==> src/rtl/csa_acc_pkg.sv <==
// Shared types and constants for the CSA accumulate/resolve sequencer.
//   W      : datapath width, fixed by the csa_93 instance
//   CNT_W  : operand count width
//   CHUNK  : bits resolved per cycle in the final carry-propagate add
//   NCHUNK : number of resolve cycles (W/CHUNK)
//   CIW    : width of the resolve chunk index
package csa_acc_pkg;
  localparam int W      = 93;
  localparam int CNT_W  = 8;
  localparam int CHUNK  = 31;
  localparam int NCHUNK = W / CHUNK;
  localparam int CIW    = $clog2(NCHUNK);

  typedef enum logic [1:0] {IDLE, ACCUM, RESOLVE, DONE} state_t;
endpackage

==> src/rtl/csa_acc_seq_if.sv <==
// Job control, operand stream and result stream of csa_acc_seq.
//   master : job/operand producer and result consumer
//   slave  : the sequencer
//   start/num_ops/abort : job control
//   op_valid/op_ready/op_data : operand stream
//   res_valid/res_ready/res_data : result stream
//   busy : sequencer not idle
interface csa_acc_seq_if;
  import csa_acc_pkg::*;

  logic             start;
  logic [CNT_W-1:0] num_ops;
  logic             abort;
  logic             op_valid;
  logic [W-1:0]     op_data;
  logic             op_ready;
  logic             res_valid;
  logic [W-1:0]     res_data;
  logic             res_ready;
  logic             busy;

  modport master (
    output start, num_ops, abort, op_valid, op_data, res_ready,
    input  op_ready, res_valid, res_data, busy
  );

  modport slave (
    input  start, num_ops, abort, op_valid, op_data, res_ready,
    output op_ready, res_valid, res_data, busy
  );
endinterface

==> src/rtl/csa_93.sv <==
// 93-bit 3:2 carry-save adder.
//   a, b, c : addends
//   s       : bitwise sum
//   cy      : carry vector, already shifted left (bit 0 = 0); the carry
//             out of the top bit is dropped, giving mod 2^W behaviour.
module csa_93
  import csa_acc_pkg::*;
(
  input  logic [W-1:0] a,
  input  logic [W-1:0] b,
  input  logic [W-1:0] c,
  output logic [W-1:0] s,
  output logic [W-1:0] cy
);
  assign s  = a ^ b ^ c;
  assign cy = {(a[W-2:0] & b[W-2:0]) | (a[W-2:0] & c[W-2:0]) | (b[W-2:0] & c[W-2:0]), 1'b0};
endmodule

==> src/rtl/csa_acc_seq.sv <==
// Accumulates a programmed number of operands in carry-save form (one per
// cycle), then resolves the redundant pair CHUNK bits per cycle and offers
// the binary sum (mod 2^W) on the result stream.
//   clk   : rising-edge clock
//   rst_n : asynchronous active-low reset
//   bus   : slave side of csa_acc_seq_if (job control, operands, result)
module csa_acc_seq
  import csa_acc_pkg::*;
(
  input logic          clk,
  input logic          rst_n,
  csa_acc_seq_if.slave bus
);
  state_t           state_q;
  logic [W-1:0]     s_q, c_q, res_q;
  logic [CNT_W-1:0] cnt_q;
  logic [CIW-1:0]   chunk_q;
  logic             cy_q;

  logic [W-1:0]     csa_s, csa_c;
  logic [CHUNK-1:0] s_chunk, c_chunk;
  logic [CHUNK:0]   rsum;

  csa_93 u_csa (.a(s_q), .b(c_q), .c(bus.op_data), .s(csa_s), .cy(csa_c));

  // Ripple one chunk of the redundant pair, carrying between cycles via cy_q.
  always_comb begin
    s_chunk = s_q[chunk_q*CHUNK +: CHUNK];
    c_chunk = c_q[chunk_q*CHUNK +: CHUNK];
    rsum    = {1'b0, s_chunk} + {1'b0, c_chunk} + {{CHUNK{1'b0}}, cy_q};
  end

  assign bus.op_ready  = (state_q == ACCUM);
  assign bus.res_valid = (state_q == DONE);
  assign bus.res_data  = res_q;
  assign bus.busy      = (state_q != IDLE);

  always_ff @(posedge clk or negedge rst_n) begin
    if (!rst_n) begin
      state_q <= IDLE;
      s_q     <= '0;
      c_q     <= '0;
      res_q   <= '0;
      cnt_q   <= '0;
      chunk_q <= '0;
      cy_q    <= 1'b0;
    end else if (bus.abort) begin
      // Flush wins over any handshake in the same cycle.
      state_q <= IDLE;
      s_q     <= '0;
      c_q     <= '0;
      res_q   <= '0;
    end else begin
      case (state_q)
        IDLE: if (bus.start) begin
          s_q     <= '0;
          c_q     <= '0;
          res_q   <= '0;
          chunk_q <= '0;
          cy_q    <= 1'b0;
          cnt_q   <= bus.num_ops;
          // An empty job skips straight to resolving a zero pair.
          state_q <= (bus.num_ops == '0) ? RESOLVE : ACCUM;
        end
        ACCUM: if (bus.op_valid) begin
          s_q   <= csa_s;
          c_q   <= csa_c;
          cnt_q <= cnt_q - 1'b1;
          if (cnt_q == CNT_W'(1)) begin
            state_q <= RESOLVE;
            chunk_q <= '0;
            cy_q    <= 1'b0;
          end
        end
        RESOLVE: begin
          res_q[chunk_q*CHUNK +: CHUNK] <= rsum[CHUNK-1:0];
          cy_q    <= rsum[CHUNK];
          chunk_q <= chunk_q + 1'b1;
          if (chunk_q == CIW'(NCHUNK-1)) state_q <= DONE;
        end
        DONE: if (bus.res_ready) state_q <= IDLE;
        default: state_q <= IDLE;
      endcase
    end
  end
endmodule

==> src/flat_wrapper.sv <==
// flat-port wrapper written by rule: the top's interface ports become plain ports
module csa_acc_seq_flat import csa_acc_pkg::*;
  (clk, rst_n, bus_start, bus_num_ops, bus_abort, bus_op_valid, bus_op_data, bus_res_ready, bus_op_ready, bus_res_valid, bus_res_data, bus_busy);
  csa_acc_seq_if bus_i ();
  input logic clk;
  input logic rst_n;
  input wire logic [$bits(bus_i.start)-1:0] bus_start;
  input wire logic [$bits(bus_i.num_ops)-1:0] bus_num_ops;
  input wire logic [$bits(bus_i.abort)-1:0] bus_abort;
  input wire logic [$bits(bus_i.op_valid)-1:0] bus_op_valid;
  input wire logic [$bits(bus_i.op_data)-1:0] bus_op_data;
  input wire logic [$bits(bus_i.res_ready)-1:0] bus_res_ready;
  output wire logic [$bits(bus_i.op_ready)-1:0] bus_op_ready;
  output wire logic [$bits(bus_i.res_valid)-1:0] bus_res_valid;
  output wire logic [$bits(bus_i.res_data)-1:0] bus_res_data;
  output wire logic [$bits(bus_i.busy)-1:0] bus_busy;
  assign bus_i.start = bus_start;
  assign bus_i.num_ops = bus_num_ops;
  assign bus_i.abort = bus_abort;
  assign bus_i.op_valid = bus_op_valid;
  assign bus_i.op_data = bus_op_data;
  assign bus_i.res_ready = bus_res_ready;
  assign bus_op_ready = bus_i.op_ready;
  assign bus_res_valid = bus_i.res_valid;
  assign bus_res_data = bus_i.res_data;
  assign bus_busy = bus_i.busy;
  csa_acc_seq u_core (.clk(clk), .rst_n(rst_n), .bus(bus_i));
endmodule
==> config.mk <==
export PLATFORM = sky130hd
export DESIGN_NAME = csa_acc_seq_flat
export DESIGN_NICKNAME = d
export VERILOG_FILES = /design/src/rtl/csa_acc_pkg.sv /design/src/rtl/csa_acc_seq_if.sv /design/src/rtl/csa_93.sv /design/src/rtl/csa_acc_seq.sv /design/src/flat_wrapper.sv
export SDC_FILE = /design/constraint.sdc
export NUM_CORES = 1
export LEC_CHECK = 0
export ABC_AREA = 1
export BUFFER_PORTS_ARGS = -buffer_cell sky130_fd_sc_hd__buf_2
export CORE_UTILIZATION = 45
export CTS_CLUSTER_SIZE = 25
export DETAILED_ROUTE_END_ITERATION = 8
export GPL_TIMING_DRIVEN = 0
export PLACE_DENSITY_LB_ADDON = 0.3
export SLEW_MARGIN = 0
export SYNTH_ARGS = -nofsm -noshare
export SYNTH_HDL_FRONTEND = slang
export SYNTH_SLANG_ARGS = --single-unit
==> constraint.sdc <==
create_clock -name clk -period 8.1 [get_ports clk]
set_input_delay 0.81 -clock clk [delete_from_list [all_inputs] [get_ports clk]]
set_output_delay 0.81 -clock clk [all_outputs]
set_load 0.02 [all_outputs]
* Word level (Yosys, flattened, before mapping) *
Cells that the tools add are included.

storage, ports and cells
  word-level logic and storage cells = 79
  bits in registers = 292
  bits of input ports = 107

cells by class
  $mul = 1
  eq/ne operators = 13
  add/subtract/negate cells = 5
  reductions and logical operators = 12
  bitwise operators = 8
  mux-type cells = 29
  shift-type cells = 4

operator list
  kind                        number
  $mux W93                    6
  $pmux W93 S2                3
  $and A92 B92 Y92            3
  $shiftx A93 B8 Y31          2
  $xor A93 B93 Y93            2
  $or A92 B92 Y92             2
  $bwmux W93                  1
  $shift A31 B34 Y93 const A  1
  $shiftx A31 B34 Y93         1
  $neg A7 Y34                 1
  $add A31 B31 Y32            1
  $add A32 B1 Y32             1
  $mux W2                     10
  $mux W8                     2
  $pmux W8 S2                 1
  $reduce_and A5 Y1           2
  $ne A3 B3 Y1 const B        3
  $reduce_bool A3 Y1          3
  $eq A8 B1 Y1 const B        1
  $logic_not A8 Y1            1
  $pmux W2 S4                 1
  $sub A8 B1 Y8 const B       1
  $mul A2 B5 Y7 const B       1
  $eq A2 B2 Y1 const B        3
  other kinds (14)            19

* Depth between registers and ports, before layout *
Gate-level depths: netlist of the first run.

  depth in word-level cells = 8
  mapped depth = 20

* Modules after synthesis *
From an unflattened synthesis of the first run, not the netlist that was laid out.

second synthesis, totals
  cells, all modules = 2100
  area, all modules = 17166.5 um2

modules (own cells, without submodules)
  module       times used  sequential area each (um2)  cells each  area each (um2)
  csa_acc_seq  1           7307.0                      1997        15278.4
  csa_93       1           0.0                         103         1888.1

* Worst setup path before layout of the first run *
Ideal clock, no wire load.

  path type = reg2reg
  start = register u_core.chunk_q[0]
  end = register u_core.res_q[55], in the netlist u_core.bus.res_data[55]
  required time = 7.982 ns
  data arrival time = 2.918 ns
  stages on the path, launching flop included = 21
  slack = 5.064 ns
  path buffers = 2
  clock period less this slack = 3.036 ns
  cells stage by stage = dfrtp_1 inv_1 clkbuf_1 clkbuf_1 a21oi_1 a22oi_1 fa_1 inv_1 fa_1 nand3_1 nand3_1 nand2_1 nand2_1 nand2_1 nand2_1 nand2_1 nand2_1 nand2_1 nand2_1 nand3_1 nand2_1

between the ends
  longest elaborated chain between the ends = 8
  elaborated cells between the ends (all ways) = 11

RTL lines
  item                                          line                                                     text
  start, declared                               csa_acc_seq.sv:17                                        logic [CIW-1:0] chunk_q;
  start signal, assigned                        csa_acc_seq.sv:78                                        chunk_q <= chunk_q + 1'b1;
  $mul A2 B5 Y7 *                               csa_acc_seq.sv:28, csa_acc_seq.sv:29, csa_acc_seq.sv:76
  $shiftx A93 B8 Y31, on equally long branches  csa_acc_seq.sv:28, csa_acc_seq.sv:29
  $add A31 B31 Y32                              csa_acc_seq.sv:30                                        rsum = {1'b0, s_chunk} + {1'b0, c_chunk} + {{CHUNK{1'b0}}, cy_q};
  $add A32 B1 Y32                               csa_acc_seq.sv:30
  $shiftx A31 B34 Y93                           csa_acc_seq.sv:76                                        res_q[chunk_q*CHUNK +: CHUNK] <= rsum[CHUNK-1:0];
  $bwmux W93 *                                  csa_acc_seq.sv:76
  $pmux W93 S2 *                                csa_acc_seq.sv:54                                        case (state_q)
  $mux W93 *                                    csa_acc_seq.sv:47                                        end else if (bus.abort) begin
  end signal, assigned by index                 csa_acc_seq.sv:76
  end, declared                                 csa_acc_seq.sv:15                                        logic [W-1:0] s_q, c_q, res_q;

Every way passes the cells marked *; elsewhere a longest branch is shown, timed or not.
A chain may end at the register's enable or synchronous reset.

* Final worst setup path of the first run *
Same ends and word-level chain as after synthesis.

==> impl_metrics.py, run 1 <==
metrics = {
    "status": {
        "outcome": "completed",
    },
    "floorplanning": {
        "io_pins": 203,
        "fp.dieH_um": 197.4,
        "fp.dieArea_mm2": 0.03895,
        "initial_core_util": 0.4570,
        "dieWidth_um": 197.4,
        "fp.coreArea_mm2": 0.03758,
        "rows": 71,
    },
    "cells_and_area": {
        "nets": 2575,
        "final_util": 0.5359,
        "instances_no_fill": 2872,
        "final_common_cell": "nand2_1",
        "syn2layout_area_growth_pct": 17.26,
        "n_fill_cell": 3557,
        "final_cell_mix": "472 x nand2_1, 311 x nand3_1, 291 x dfrtp_1, 287 x o21ai_0, 257 x inv_1",
        "n_antenna_cell": 0,
        "drive_above_1_share": 0.1381,
    },
    "grt": {
        "track_usage": 0.2894,
        "grt-ovfl-total": 0,
        "grt_pass1_vias": 15560,
        "grt_pass1_wl_um": 85930,
        "antenna_found_initial": 0,
        "grt_max_degree": 115,
    },
    "detailed_routing": {
        "finalWirelength_um": 55290,
        "routedWlPerCell_um": 19.25,
        "via_per_inst": 5.429,
        "vias": 15590,
        "antenna_left": 0,
        "dr.pass1.iters": 6,
        "first_iter_violations": 1188,
        "drc": 0,
    },
    "yosys": {
        "netlist_area_mm2": 0.01717,
        "synth_seq_cells": 291,
        "synth_edf_count": 0,
        "synth.distinct_cells": 39,
        "synth_nets": 2334,
        "ys.flop_type": "dfrtp_1",
        "syn_inst": 2093,
        "async_flop_share": 1.000,
        "yosysWarnings": 0,
        "syn_area_per_cell_um2": 8.205,
        "seq_area_frac_synth": 0.4240,
    },
    "critical_path": {
        "reg2reg_slack_ns": 3.43,
        "rr_worst_depth": 20,
        "startpoint_type": "flop",
        "crit_type": "flop to flop",
        "crit_required_ns": 8.51,
        "critical_path.endpoint_type": "flop",
        "reg2reg_from": "u_core.chunk_q[0]",
        "crit_fanout": 11,
        "crit_arrival_ns": 5.08,
        "r2r-end": "u_core.bus.res_data[55]",
    },
    "power": {
        "total_power_w": 0.005752,
        "irDropWorstVdd_uv": 184.7,
        "power_density_mw_per_mm2": 285.6,
        "leakage_nw": 10.43,
    },
    "sta": {
        "maxSlewViolCount": 0,
        "post-route-period-util": 0.5761,
        "skew_ns": 0.02568,
        "hold_viol_final": 0,
        "final.min_clock_period_ns": 4.666,
        "setup-violations-final": 0,
        "grt_setup_unrepaired": "false",
        "tightest_slew_ns": 0.8491,
        "fmax_mhz": 214.3,
        "setup_tns_ns": 0,
        "slew_headroom": 0.4280,
        "whs_ns": 0.2670,
    },
    "placed_design": {
        "hpwl_um": 42800,
        "placedCellCount": 2808,
        "gp_congestion": 0.9705,
        "port_buffers": 202,
    },
    "clock_network": {
        "cts.repair.resized": 0,
        "cts_tree": "yes",
        "insertion_delay_ns": 0.54,
        "post-cts-setup-buffers": 0,
        "cts_root_buf": "clkbuf_16",
        "path_clk_slew_ns": 0.06,
        "hold_buffers": 0,
        "h-tree-depth": 2,
        "cts_buffer_depth": 3,
        "numClockSinks": 291,
        "numCtsBuffers": 35,
    },
    "min_path": {
        "min-delay-path-class": "input pin to async pin",
    },
    "flow_run": {
        "maxCapViolCount": 0,
    },
}
state kept, by name (all words and copies together) (netlist names):
register	flops
u_core.cy_q	1
u_core.s_q	93
u_core.c_q	92
u_core.cnt_q	8
u_core.state_q	2
u_core.bus.res_data	93
u_core.chunk_q	2
stage by stage:
stage | cell area [µm²] | setup WS [ns]
global route | 20140 | 3.268
CTS | 20140 | 3.610
global placement | 18820 | 0.6213
finish | 20140 | 3.434
floorplan | 17170 | 5.064
detailed placement | 18890 | 3.614
routing by layer:
layer / wire, µm / global-route usage / up-vias / part of all wire
met5: 0 / 0 / - / 0
met4: 1741 / 0.09905 / 0 / 0.031
met3: 4624 / 0.05361 / 110 / 0.084
met2: 25660 / 0.4739 / 696 / 0.46
met1: 23260 / 0.3857 / 7525 / 0.42
li1: - / - / 7260 / -
layout make-up:
class | count | area [µm²] | area share
inverters | 267 | 1002 | 0.04977
multi-input cells | 1420 | 8346 | 0.4144
repair buffers | 204 | 1076 | 0.05343
flip-flops and latches | 291 | 7282 | 0.3616
clock inverters | 18 | 270.3 | 0.01342
plain buffers | 115 | 544.3 | 0.02703
clock buffers | 46 | 978.4 | 0.04859
well taps | 511 | 639.4 | 0.03175
cell usage after synthesis (3+ instances only):
library cell | count | area share
inv_2 | 10 | 0.0022
nor2_1 | 49 | 0.011
buf_4 | 3 | 0.0013
xor2_1 | 15 | 0.0076
buf_1 | 21 | 0.0046
a22o_1 | 10 | 0.0051
nand3_1 | 311 | 0.091
nor3_1 | 6 | 0.0017
dfrtp_1 | 291 | 0.42
nand2_1 | 472 | 0.10
ha_1 | 41 | 0.030
buf_2 | 33 | 0.0096
fa_1 | 93 | 0.11
inv_1 | 257 | 0.056
o22ai_1 | 4 | 0.0015
nand4_1 | 7 | 0.0025
buf_6 | 8 | 0.0052
xnor2_1 | 3 | 0.0015
o21ai_1 | 11 | 0.0032
clkbuf_1 | 50 | 0.011
a21oi_1 | 85 | 0.025
o21ai_0 | 287 | 0.084
report_power, final:
group	internal [W]	total, W	switching, W
logic	0.000639	0.00235	0.00171
registers	0.00158	0.00169	0.000114
clock network	0.00105	0.00171	0.000657
total	0.00327	0.00575	0.00248
cells by family after synthesis:
family | after synthesis | share of synthesized area
compound gates | 407 | 0.1228
xor+xnor | 18 | 0.009180
fa+ha+maj | 134 | 0.1383
buf+inv | 382 | 0.09005
flops | 291 | 0.4240
simple gates | 861 | 0.2156
worst max-delay path: stages (launching register included):
cell and delay (ns):
dfrtp_1 0.56, inv_1 0.35, clkbuf_1 0.44, clkbuf_1 0.68
nor3_1 0.10, a21oi_1 0.36, fa_1 0.27, inv_1 0.10
fa_1 0.53, nand3_1 0.12, nand3_1 0.15, nand2_1 0.10
nand2_1 0.08, nand2_1 0.10, nand2_1 0.12, nand2_1 0.13
nand2_1 0.06, nand2_1 0.05, nand2_1 0.10, nand3_1 0.09
nand2_1 0.06
worst max path at each step:
stage	startpoint	end	slack, ns	cells after the start
2_1_floorplan	u_core.chunk_q[0]	u_core.bus.res_data[55]	5.06	20
3_3_place_gp	rst_n	u_core.s_q[23]	0.62	1
3_5_place_dp	u_core.chunk_q[0]	u_core.bus.res_data[55]	3.61	20
4_1_cts	u_core.chunk_q[0]	u_core.bus.res_data[55]	3.61	20
5_1_grt	u_core.chunk_q[0]	u_core.bus.res_data[55]	3.27	20
6_report	u_core.chunk_q[0]	u_core.bus.res_data[55]	3.43	20
Power figures use the tool's default switching activity.
==> inputs of run 2 (changes only) <==
==> constraint.sdc (replaced) <==
create_clock -name clk -period 4.05 [get_ports clk]
set_input_delay 0.405 -clock clk [delete_from_list [all_inputs] [get_ports clk]]
set_output_delay 0.405 -clock clk [all_outputs]
set_load 0.02 [all_outputs]
==> run 2 against run 1 <==
Compared with the run above: setup slack got worse by 3.2 ns; highest routed layer unchanged; largest power group unchanged; critical path type unchanged; sequential cell count did not move; utilization rose by 0.14 points.
==> impl_metrics.py, run 2 (synthesis gave the netlist of run 1 again) <==
metrics = {
    "detailed_routing": {
        "drc": 0,
        "vias": 15660,
        "dr.pass1.iters": 6,
        "first_iter_violations": 1157,
        "routedWlPerCell_um": 19.26,
        "finalWirelength_um": 55380,
        "via_per_inst": 5.446,
        "antenna_left": 0,
    },
    "clock_network": {
        "h-tree-depth": 2,
        "numCtsBuffers": 35,
        "path_clk_slew_ns": 0.06,
        "numClockSinks": 291,
        "cts_buffer_depth": 3,
        "insertion_delay_ns": 0.54,
        "cts_tree": "yes",
        "cts_root_buf": "clkbuf_16",
    },
    "sta": {
        "final.min_clock_period_ns": 3.816,
        "tightest_slew_ns": 0.7796,
        "slew_headroom": 0.4803,
        "setup-violations-final": 0,
        "skew_ns": 0.02396,
        "setup_slack_ns": 0.2343,
        "fmax_mhz": 262.1,
        "post-route-period-util": 0.9421,
        "whs_ns": 0.1445,
        "grt_setup_unrepaired": "false",
        "hold_viol_final": 0,
        "maxSlewViolCount": 0,
    },
    "flow_run": {
        "maxCapViolCount": 0,
    },
    "power": {
        "switching_share": 0.4308,
        "irDropWorstVdd_uv": 368.2,
        "comb_power_share": 0.410,
        "pwr-share-clk": 0.296,
        "power.switching_w": 0.004968,
        "sequentialPowerShare": 0.294,
        "leakage_nw": 10.45,
        "power_density_mw_per_mm2": 571.2,
        "p_int_w": 0.006565,
    },
    "cells_and_area": {
        "drive_above_1_share": 0.1425,
        "final_cell_mix": "472 x nand2_1, 311 x nand3_1, 290 x dfrtp_1, 281 x o21ai_0, 256 x inv_1",
        "multi_input_area_mm2": 0.008351,
        "n_fill_cell": 3551,
        "nets": 2579,
        "final_common_cell": "nand2_1",
        "n_antenna_cell": 0,
        "design_area_mm2": 0.02019,
        "syn2layout_area_growth_pct": 17.56,
        "seqCellArea_mm2": 0.007283,
    },
    "critical_path": {
        "crit_arrival_ns": 4.23,
        "crit_required_ns": 4.46,
        "reg2reg_slack_ns": 0.23,
        "rr_worst_depth": 20,
        "cp_cell_sequence": "clkinvlp_4, buf_4, buf_2, nor3_1, a21oi_1, fa_1, inv_1, fa_1, nand3_1, nand3_1, nand2_1, nand2_1, nand2_1, nand2_1, nand2_1, nand2_1, nand2_1, nand2_1, nand3_1, nand2_1",
        "critPathLaunch": "u_core.chunk_q[0]",
        "crit_fanout": 13,
        "r2r-end": "u_core.bus.res_data[55]",
        "startpoint_type": "flop",
        "crit_path_max_incr_delay_ns": 0.52,
        "critical_path.endpoint_type": "flop",
        "critPathSlowestCell": "dfrtp_2",
        "reg2reg_from": "u_core.chunk_q[0]",
        "crit_type": "flop to flop",
        "crit_top_cell": "nand2_1",
    },
    "placed_design": {
        "gp_congestion": 0.9705,
        "hpwl_um": 42800,
        "pre_cts_ws_ns": -0.4357,
        "dpl-instance-area_mm2": 0.01889,
        "port_buffers": 202,
    },
    "min_path": {
        "min-delay-path-class": "input pin to flop",
        "whs_endpoint": "u_core.cnt_q[1]",
        "whs_path_depth": 3,
        "worstHoldStart": "bus_num_ops[1]",
    },
    "grt": {
        "grt-ovfl-total": 0,
        "grt_pass1_wl_um": 85860,
        "grt_pass1_vias": 15550,
        "grt_max_degree": 115,
        "track_usage": 0.2893,
        "antenna_found_initial": 0,
    },
    "floorplanning": {
        "rows": 71,
        "dieWidth_um": 197.4,
        "fp.coreArea_mm2": 0.03758,
        "io_pins": 203,
        "fp.dieArea_mm2": 0.03895,
        "fp.dieH_um": 197.4,
        "initial_core_util": 0.4570,
    },
    "status": {
        "outcome": "completed",
    },
}
run 2: layout make-up:
class | count | share of cell area
clock inverter | 18 | 0.01339
timing repair buffer | 209 | 0.05528
buffer | 114 | 0.02702
clock buffer | 46 | 0.04846
sequential | 291 | 0.3607
tap | 511 | 0.03167
multi-input combinational | 1420 | 0.4136
inverter | 267 | 0.04983
run 2: critical path: cells and delay by family, from the launching register on:
| family | cells | cell delay (ns) |
|---|---|---|
| AOI/OAI and AO/OA | 1 | 0.34 |
| adders and majority gates | 2 | 0.79 |
| buffers and inverters | 4 | 0.79 |
| DFF | 1 | 0.52 |
| and+or+nand+nor | 13 | 1.24 |
run 2: worst max-delay path by stage:
| stage | end |
|---|---|
| final | u_core.bus.res_data[55] |
| after global routing | u_core.bus.res_data[84] |
| after floorplan | u_core.bus.res_data[55] |
| after CTS | u_core.bus.res_data[55] |
| after detailed placement | u_core.bus.res_data[55] |
| after global placement | u_core.s_q[23] |
run 2: per-stage QoR:
step / utilization / cells / setup TNS, ns / total power, W
global placement: 0.5009 / 2806 / -875.18 / 0.007948
detailed placement: 0.5027 / 2808 / -10.18 / 0.008018
global route: 0.5373 / 2876 / 0 / 0.01216
floorplan: - / 2093 / 0 / 0.006229
finish: 0.5373 / 2876 / 0 / 0.01153
CTS: 0.5362 / 2872 / 0 / 0.01147
run 2: routing by layer:
| metal | global-route usage | wire [µm] |
|---|---|---|
| met2 | 0.4738 | 25830 |
| met4 | 0.09905 | 1726 |
| met5 | 0 | 0 |
| met3 | 0.05361 | 4653 |
| met1 | 0.3854 | 23170 |
run 2: timing repair:
action,in CTS,in global routing
gates resized for setup,3,12
setup buffers,0,4
endpoints found under the hold margin,90,0
hold buffers,1,0
setup endpoints to repair,57,76
run 2: power groups by stage:
stage                     Combinational, W  Clock, W  Sequential [W]
after global placement             0.00453         0         0.00342
final                              0.00473   0.00341         0.00339
after detailed placement           0.00459         0         0.00343
after floorplan                    0.00285         0         0.00338
after CTS                          0.00463   0.00345         0.00339
after global routing               0.00517   0.00357         0.00342
==> inputs of run 3 (changes only) <==
--- a/config.mk
+++ b/config.mk
@@ -5,7 +5,6 @@
 export SDC_FILE = /design/constraint.sdc
 export NUM_CORES = 1
 export LEC_CHECK = 0
-export ABC_AREA = 1
 export BUFFER_PORTS_ARGS = -buffer_cell sky130_fd_sc_hd__buf_2
 export CORE_UTILIZATION = 45
 export CTS_CLUSTER_SIZE = 25
==> run 3 against run 2 <==
Compared with the run above: sequential share of layout area grew 3.7 points; fmax shrank 1.5%; synthesized cell count shrank 37%; utilization grew 0.51 points; critical endpoint is now u_core.bus.res_data[60]; first-iteration DRC count shrank 12%; combinational power shrank 53%; setup slack lost 0.058 ns; sequential cell count is the same; die area shrank 9.5%.
==> impl_metrics.py, run 3 <==
metrics = {
    "status": {
        "outcome": "completed",
    },
    "detailed_routing": {
        "dr.pass1.iters": 7,
        "vias": 12160,
        "finalWirelength_um": 43980,
        "drc": 0,
        "via_per_inst": 5.976,
        "first_iter_violations": 1019,
        "routedWlPerCell_um": 21.62,
        "antenna_left": 0,
    },
    "yosys": {
        "yosys.cell_count.top_type": "dfrtp_1",
        "synth_edf_count": 0,
        "async_flop_share": 1.000,
        "synth_top_area_share": 0.4688,
        "yosysWarnings": 0,
        "synth_nets": 1565,
        "syn_inst": 1324,
        "netlist_area_mm2": 0.01553,
        "ys.flop_type": "dfrtp_1",
        "synthTopCellsByCount": "291 x dfrtp_1, 251 x a22o_1, 123 x nand2_1",
        "synth_seq_cells": 291,
        "synth_largest_area_cell": "dfrtp_1",
        "synth_area_leaders": "dfrtp_1 47%, a22o_1 14%, fa_1 12%",
        "syn_area_per_cell_um2": 11.73,
        "seq_area_frac_synth": 0.4688,
        "synth.distinct_cells": 61,
    },
    "placed_design": {
        "dpl-instance-area_mm2": 0.01718,
        "gp_congestion": 0.9078,
        "placedCellCount": 1977,
        "hpwl_um": 33450,
        "port_buffers": 202,
        "pre_cts_ws_ns": -1.135,
    },
    "sta": {
        "slew_headroom": 0.3912,
        "maxSlewViolCount": 0,
        "grt_setup_unrepaired": "false",
        "setup_slack_ns": 0.1759,
        "hold_viol_final": 0,
        "setup_tns_ns": 0,
        "fmax_mhz": 258.1,
        "tightest_slew_ns": 0.9063,
        "post-route-period-util": 0.9566,
        "skew_ns": 0.007938,
        "setup-violations-final": 0,
        "final.min_clock_period_ns": 3.874,
    },
    "power": {
        "comb_power_share": 0.265,
        "leakage_nw": 8.685,
        "total_power_w": 0.008401,
        "sequentialPowerShare": 0.408,
        "irDropWorstVdd_uv": 316.0,
        "switching_share": 0.3525,
        "pwr-share-clk": 0.326,
        "power_density_mw_per_mm2": 458.5,
        "p_int_w": 0.005440,
        "power.switching_w": 0.002961,
    },
    "critical_path": {
        "critical_path.endpoint_type": "flop",
        "crit_buf_inv": 4,
        "crit_family": "compound AO/OA/AOI/OAI gates",
        "critPathLaunch": "u_core.chunk_q[0]",
        "crit_arrival_ns": 4.32,
        "cp_cell_sequence": "buf_6, inv_2, nor2_4, buf_2, nand2_1, o21ai_0, ha_1, clkbuf_1, a21o_1, o21bai_1, a2111oi_1, a31oi_2, o311a_1, a22o_1",
        "critPathSlowestCell": "dfrtp_1",
        "crit_path_max_incr_delay_ns": 0.46,
        "reg2reg_from": "u_core.chunk_q[0]",
        "crit_required_ns": 4.50,
        "crit_fanout": 10,
        "crit_type": "flop to flop",
        "startpoint_type": "flop",
    },
    "clock_network": {
        "h-tree-depth": 1,
        "cts_root_buf": "clkbuf_16",
        "insertion_delay_ns": 0.56,
        "cts_tree": "yes",
        "path_clk_slew_ns": 0.06,
        "numCtsBuffers": 31,
        "cts_buffer_depth": 3,
        "numClockSinks": 291,
    },
    "cells_and_area": {
        "final_cell_mix": "291 x dfrtp_1, 251 x a22o_1, 206 x buf_2, 122 x nand2_1, 106 x o21ai_0",
        "design_area_mm2": 0.01832,
        "n_antenna_cell": 0,
        "instances_no_fill": 2034,
        "final_common_cell": "dfrtp_1",
        "syn2layout_area_growth_pct": 17.96,
        "nets": 1808,
        "drive_above_1_share": 0.1873,
    },
    "floorplanning": {
        "io_pins": 203,
        "initial_core_util": 0.4598,
        "fp.coreArea_mm2": 0.03378,
        "dieWidth_um": 187.8,
        "fp.dieArea_mm2": 0.03527,
        "fp.dieH_um": 187.8,
        "rows": 67,
    },
    "grt": {
        "grt_pass1_vias": 11980,
        "top_usage_layer": "met2",
        "use_met2": 0.3937,
        "track_usage": 0.2524,
        "grt-ovfl-total": 0,
        "grt_pass1_wl_um": 69810,
        "grt_max_degree": 121,
        "gr-usage-met3": 0.02639,
        "antenna_found_initial": 0,
        "use_met1": 0.3824,
    },
    "flow_run": {
        "maxCapViolCount": 0,
    },
    "min_path": {
        "min-delay-path-class": "input pin to flop",
        "worstHoldStart": "bus_num_ops[1]",
    },
}
run 3: cell count changes in the layout (fill, tap and decap cells not counted), sizes merged, moves of 10 or more:
| cell | change |
|---|---|
| mux2i | +63 |
| nand2 | -351 |
| a31oi | +10 |
| a22o | +241 |
| buf | -44 |
| o21ai | -193 |
| xnor2 | +16 |
| a21o | +11 |
| nor2 | -24 |
| a21oi | -47 |
| nand3 | -296 |
| clkbuf | +20 |
| inv | -249 |
| o31ai | +11 |
run 3: layer usage:
| metal | vias to the layer above | part of all wire |
|---|---|---|
| met2 | 416 | 0.46 |
| met4 | 0 | 0.018 |
| met5 | - | 0 |
| li1 | 5412 | - |
| met3 | 58 | 0.059 |
| met1 | 6270 | 0.46 |
run 3: cell families (layout without fill, tap and decap cells):
family	after synthesis	in the layout	synth area share
AO/OA/AOI/OAI	484	484	0.2335
flip-flops	291	291	0.4688
AND/OR/NAND/NOR	221	221	0.06428
adder cells (fa/ha/maj)	134	134	0.1529
buffers and inverters	106	368	0.02585
multiplexers	63	63	0.04060
XOR/XNOR	25	25	0.01410
run 3: metrics by stage:
stage	hold WS, ns	util
finish	0.1117	0.5424
global placement	0.4559	0.5063
global route	0.1247	0.5424
CTS	0.1106	0.5404
floorplan	0.1094	-
detailed placement	0.4670	0.5086
run 3: worst paths after layout:
check,end,cells after the start,slack (ns)
max,u_core.bus.res_data[60],14,0.18
min,u_core.cnt_q[1],3,0.11
max reg2reg,u_core.bus.res_data[60],14,0.18
min reg2reg,u_core.bus.res_data[54],2,0.47
max in group asynchronous,u_core.s_q[72],3,2.53
min in group asynchronous,u_core.cnt_q[2],2,0.47
run 3: final cells by class:
cell class	count	area (µm²)
Sequential cell	291	7282
Timing Repair Buffer	212	1139
Inverter	18	67.56
Clock inverter	5	56.30
Buffer	86	375.4
Tap cell	448	560.5
Multi-Input combinational cell	927	7938
Clock buffer	47	905.9
Fill cell	2918	15460
run 3: power by group through the flow:
stage	registers, W	logic, W	clock network [W]
detailed placement	0.00347	0.00217	0
CTS	0.00343	0.00220	0.00276
floorplan	0.00341	0.00136	0
finish	0.00343	0.00223	0.00274
global placement	0.00346	0.00210	0
global route	0.00347	0.00245	0.00291
run 3: timing repair:
action                     CTS  global route
buffers inserted             4             2
resized for setup           29            26
hold buffers                 1             0
hold endpoints to repair   100             0
pin swaps                    3             4
setup endpoints to repair   79            50
run 3: tightest hold or removal path: stages:
cell      delay (ns)
buf_2           0.09
o211ai_1        0.07
o21ai_0         0.07
